### src/rtl/cavlc_pkg.sv
// Shared definitions for the CAVLC bitstream front end: default widths and the
// per-cycle command of the bitstream window.
package cavlc_pkg;

   localparam int unsigned BS_IN_W  = 16;
   localparam int unsigned BS_WIN_W = 16;
   localparam int unsigned BS_CNT_W = 32;

   // Per-cycle window command, listed in decreasing priority.
   typedef enum logic [1:0] {
      BS_NONE,
      BS_FLUSH,
      BS_SHIFT,
      BS_ALIGN
   } bs_cmd_e;

   // Resolve the control strobes into one command; a disabled block does nothing.
   function automatic bs_cmd_e bs_decode(input logic enable, input logic flush,
                                         input logic shiftEn, input logic byteAlign);
      bs_cmd_e cmd;
      cmd = BS_NONE;
      if (enable) begin
         if (flush) begin
            cmd = BS_FLUSH;
         end else if (shiftEn) begin
            cmd = BS_SHIFT;
         end else if (byteAlign) begin
            cmd = BS_ALIGN;
         end
      end
      return cmd;
   endfunction

endpackage

### src/rtl/bs_funnel.sv
// Combinational funnel for the bitstream window: drops consumed bits off the
// top of the buffer and merges a new word directly behind the surviving bits.
module bs_funnel
   import cavlc_pkg::*;
#(
   parameter int unsigned BUF_W = 32,
   parameter int unsigned IN_W  = 16,
   parameter int unsigned OFF_W = 6
) (
   input  logic [BUF_W-1:0] bufIn,
   input  logic [OFF_W-1:0] shiftAmt,
   input  logic [OFF_W-1:0] insPos,
   input  logic             insEn,
   input  logic [IN_W-1:0]  word,
   output logic [BUF_W-1:0] bufOut
);

   logic [BUF_W-1:0] shifted;
   logic [BUF_W-1:0] inserted;

   // Left-shift out consumed bits, then OR the left-justified word in at insPos.
   always_comb begin
      shifted  = bufIn << shiftAmt;
      inserted = '0;
      if (insEn) begin
         inserted = {word, {(BUF_W-IN_W){1'b0}}} >> insPos;
      end
      bufOut = shifted | inserted;
   end

endmodule

### src/rtl/bitstream_window.sv
// Bitstream look-ahead window: buffers upstream words and presents the next
// WIN_W unconsumed bits MSB first, with shift, byte-align and flush commands.
module bitstream_window
   import cavlc_pkg::*;
#(
   parameter int unsigned IN_W    = BS_IN_W,
   parameter int unsigned WIN_W   = BS_WIN_W,
   parameter int unsigned CNT_W   = BS_CNT_W,
   localparam int unsigned BUF_W   = WIN_W + IN_W,
   localparam int unsigned FILL_W  = $clog2(BUF_W + 1),
   localparam int unsigned SHIFT_W = $clog2(WIN_W + 1)
) (
   input  logic               Clk,
   input  logic               Reset,
   input  logic               Enable,
   input  logic [IN_W-1:0]    InData,
   input  logic               InValid,
   output logic               InReady,
   output logic [WIN_W-1:0]   Window,
   output logic               WindowValid,
   output logic [FILL_W-1:0]  Fill,
   input  logic               ShiftEn,
   input  logic [SHIFT_W-1:0] NumShift,
   input  logic               ByteAlign,
   input  logic               Flush,
   output logic [CNT_W-1:0]   BitCount,
   output logic               ShiftErr
);

   localparam logic [FILL_W-1:0]  ACCEPT_MAX = FILL_W'(BUF_W - IN_W);
   localparam logic [SHIFT_W-1:0] SHIFT_MAX  = SHIFT_W'(WIN_W);

   logic [BUF_W-1:0]  bufQ, bufD, funnelOut;
   logic [FILL_W-1:0] fillQ, fillD;
   logic [FILL_W-1:0] consumed, remaining;
   logic [CNT_W-1:0]  bitCountQ, bitCountD;
   logic              shiftErrQ, shiftErrD;
   logic              accept, shiftOk, alignOk;
   logic [2:0]        alignDist;
   bs_cmd_e           cmd;

   // Ready depends only on state and the enable/reset/flush qualifiers, never on the
   // consume request, so upstream sees no path from the decoders.
   always_comb begin
      InReady = Enable & ~Reset & ~Flush & (fillQ <= ACCEPT_MAX);
      accept  = InValid & InReady;
   end

   // Command decode, legality checks and next-state computation.
   always_comb begin
      cmd       = bs_decode(Enable, Flush, ShiftEn, ByteAlign);
      alignDist = 3'(4'd8 - 4'(bitCountQ[2:0]));
      shiftOk   = (NumShift <= SHIFT_MAX) && (FILL_W'(NumShift) <= fillQ);
      alignOk   = FILL_W'(alignDist) <= fillQ;
      consumed  = '0;
      shiftErrD = shiftErrQ;
      unique case (cmd)
         BS_SHIFT: begin
            if (shiftOk) begin
               consumed = FILL_W'(NumShift);
            end else begin
               shiftErrD = 1'b1;
            end
         end
         BS_ALIGN: begin
            if (alignOk) begin
               consumed = FILL_W'(alignDist);
            end else begin
               shiftErrD = 1'b1;
            end
         end
         BS_FLUSH, BS_NONE: ;
         default: ;
      endcase
      remaining = fillQ - consumed;
      bufD      = funnelOut;
      fillD     = remaining + (accept ? FILL_W'(IN_W) : '0);
      bitCountD = bitCountQ + CNT_W'(consumed);
      if (cmd == BS_FLUSH) begin
         bufD  = '0;
         fillD = '0;
      end
   end

   bs_funnel #(
      .BUF_W (BUF_W),
      .IN_W  (IN_W),
      .OFF_W (FILL_W)
   ) uFunnel (
      .bufIn    (bufQ),
      .shiftAmt (consumed),
      .insPos   (remaining),
      .insEn    (accept),
      .word     (InData),
      .bufOut   (funnelOut)
   );

   // State registers with synchronous reset.
   always_ff @(posedge Clk) begin
      if (Reset) begin
         bufQ      <= '0;
         fillQ     <= '0;
         bitCountQ <= '0;
         shiftErrQ <= 1'b0;
      end else begin
         bufQ      <= bufD;
         fillQ     <= fillD;
         bitCountQ <= bitCountD;
         shiftErrQ <= shiftErrD;
      end
   end

   // Outputs straight from state.
   always_comb begin
      Window      = bufQ[BUF_W-1 -: WIN_W];
      WindowValid = fillQ >= FILL_W'(WIN_W);
      Fill        = fillQ;
      BitCount    = bitCountQ;
      ShiftErr    = shiftErrQ;
   end

endmodule

### config.mk
export PLATFORM = sky130hd
export DESIGN_NAME = bitstream_window
export DESIGN_NICKNAME = d
export VERILOG_FILES = /design/src/rtl/cavlc_pkg.sv /design/src/rtl/bs_funnel.sv /design/src/rtl/bitstream_window.sv
export SDC_FILE = /design/constraint.sdc
export NUM_CORES = 1
export LEC_CHECK = 0
export CORE_MARGIN = 2
export CORE_UTILIZATION = 56
export CTS_CLUSTER_DIAMETER = 150
export DETAILED_ROUTE_END_ITERATION = 8
export PLACE_DENSITY = 0.85
export SETUP_SLACK_MARGIN = 0.02
export SLEW_MARGIN = 15
export SYNTH_ARGS = -nofsm -noshare
export SYNTH_HDL_FRONTEND = slang
export SYNTH_SLANG_ARGS = --single-unit
### constraint.sdc
create_clock -name Clk -period 6.1 [get_ports Clk]
set_input_delay 1.22 -clock Clk [delete_from_list [all_inputs] [get_ports Clk]]
set_output_delay 1.22 -clock Clk [all_outputs]
set_load 0.1 [all_outputs]
==> out/metrics.cfg <==
[critical_path]
cp.required_ns = 6.39
critPathLaunchType = input port
path_cells = clkdlybuf4s50_1 > ha_1 > and3_1 > and3_1 > a311o_1 > a32oi_2 > inv_1 > ha_1 > fa_1 > nor2b_1 > o21ai_0 > nand2b_1 > xnor2_1 > nand2_1 > nor3_1 > a221oi_1 > a21oi_1
critical_path.n_buffers_inverters = 2
setup.worst_path.end_class = flip-flop
cp_slowest_cell = nor3_1
critical_path_class = in -> reg
max_stage_delay_ns = 0.59
crit_family = simple AND/OR/NAND/NOR gates
critical_path_arrival_ns = 5.61
cp_max_fo = 9

[cts]
clk_path_buf_depth = 2
root_buffer = clkbuf_8
holdBufCountCts = 0
cts_tree = built
clock_latency_ns = 0.38
cts-resized-gates = 0
path_clk_slew_ns = 0.08
cts_sinks = 71
htree_levels = 3
numCtsBuffers = 9
cts_setup_buffers = 0

[route]
drtPass1Iterations = 6
drc = 0
num_vias = 6097
drtIter0Drc = 554
vias_per_cell = 6.39
wl_per_cell_um = 19.5
ant_nets = 0
finalWirelength_mm = 18.6

[min_path]
hp-class = reg -> reg

[die]
coreArea_mm2 = 0.0102
start_util = 0.569
die-area_mm2 = 0.0112
die_height_um = 106
die_w_um = 106
rows = 37
io_pins = 85

[timing]
period_needed_ns = 5.31
whs_ns = 0.510
finalHoldViolations = 0
tightest_slew_ns = 1.17
skew_ns = 0.0157
max_freq_mhz = 188
final_max_slew_viol_count = 0
rsz0062_at_grt = no
fin_tns_setup_ns = 0
fin_crit_sh = 0.871
setup_viol = 0
max_slew_margin = 0.217

[final_layout]
drive_gt1_frac = 0.0819
seqCellArea_mm2 = 0.00142
multiInputGateArea_mm2 = 0.00395
layout.nets = 864
final_cell_mix = nand2_1, clkdlybuf4s50_1, nor2_1
fill_cells = 882
syn_to_final_growth_pct = 18.1
layout_commonest_cell = nand2_1
fin_cells = 954
antenna_cells = 0

[synthesis]
syn_area_mm2 = 0.00580
ys_seq_elements = 71
yosys_warnings = 0
syn_avg_cell_area_um2 = 7.64
ys.flop_type = dfxtp_1
ys_seq_area_frac = 0.245
synth_edf_count = 0
yosys-top-cells-area = dfxtp_1, mux2i_1, nand2_1, nor2_1, ha_1
synth_top_area_cell = dfxtp_1
synth_top_area_share = 0.245
syn_inst = 759
async_reset_ff_frac = 0
synth_cell_types = 62
syn-num-nets = 810

[status]
outcome = complete, no violations

[pwr]
p_leak_nw = 2.55
finalPower_w = 0.00150
powerDensity_mw_per_mm2 = 219
ir_drop_mv = 0.122

[global_route]
grt_pass1_wl_mm = 29.2
overflow = 0
grtUsageTotal = 0.328
grt_pass1_vias = 5754
grt_max_degree = 38
antenna_found_initial = 0

[place]
dp_hpwl_mm = 13.9
place.gp.congestion = 0.976
port_buffers = 84
post-place-cells = 938

[job]
cap_violations = 0

-- state kept, by name, indices dropped and copies added, names as in the netlist --
signal	cells
BitCount	32
Fill	6
ShiftErr	1
bufQ	32
-- power breakdown --
group / internal [W] / switching [W] / total, W
sequential: 0.000480 / 0.0000206 / 0.000500
combinational: 0.000187 / 0.000401 / 0.000588
clock: 0.000195 / 0.000215 / 0.000409
-- final cells by class --
type,instances,area share
repair buffers,107,0.148
clock buffers,9,0.0181
clock inverters,7,0.0117
inverters,24,0.0132
well taps,136,0.0248
flip-flops and latches,71,0.207
multi-input cells,600,0.577
-- Yosys cell counts, types with 14 or more instances --
library cell / instances
inv_1: 21
a21oi_1: 46
ha_1: 21
mux2_2: 18
mux2i_1: 75
xor2_1: 17
dfxtp_1: 71
nand2_1: 85
clkbuf_1: 32
o21ai_0: 51
o22ai_1: 14
and3_1: 19
nor3_1: 16
buf_4: 18
or3_1: 15
nor2_1: 79
a31oi_1: 14
nand3_1: 17
a22oi_1: 15
-- tightest hold or removal path, stage by stage, from the launching register on --
cell	delay, ns
dfxtp_1	0.33
o21ai_0	0.08
a21oi_1	0.06
-- through the flow --
| stage | cell area (um^2) | setup WS, ns | utilization |
|---|---|---|---|
| 2_1_floorplan | 5800 | 0.296 | - |
| 3_3_place_gp | 6650 | 0.612 | 0.653 |
| 3_5_place_dp | 6650 | 0.529 | 0.653 |
| 4_1_cts | 6850 | 0.903 | 0.673 |
| 5_1_grt | 6850 | 0.566 | 0.673 |
| 6_report | 6850 | 0.786 | 0.673 |
-- kinds of logic after synthesis --
kind of cell             after synthesis  synth area share
adder cells (fa/ha/maj)               23            0.0522
multiplexers                          94             0.167
buffers and inverters                 88            0.0742
AO/OA/AOI/OAI                        193             0.212
AND/OR/NAND/NOR                      261             0.205
flip-flops                            71             0.245
XOR/XNOR                              29            0.0438
-- routing by layer --
layer  part of all wire  GRT usage  vias to the layer above
met5                  0          0                        -
met4              0.034      0.148                        0
met3               0.10     0.0798                       67
met2               0.46      0.529                      367
met1               0.41      0.414                     2834
li1                   -          -                     2829
-- worst paths after layout --
kind	startpoint	to	slack [ns]	depth (start not counted)
worst min-delay path	BitCount[13]$_SDFF_PP0_	BitCount[13]$_SDFF_PP0_	0.51	2
worst max register to register	BitCount[1]$_SDFF_PP0_	BitCount[28]$_SDFF_PP0_	1.26	22
worst max-delay path	NumShift[4]	bufQ[26]$_SDFF_PP0_	0.79	17
worst min register to register	BitCount[13]$_SDFF_PP0_	BitCount[13]$_SDFF_PP0_	0.51	2
Power figures use the tool's default switching activity.
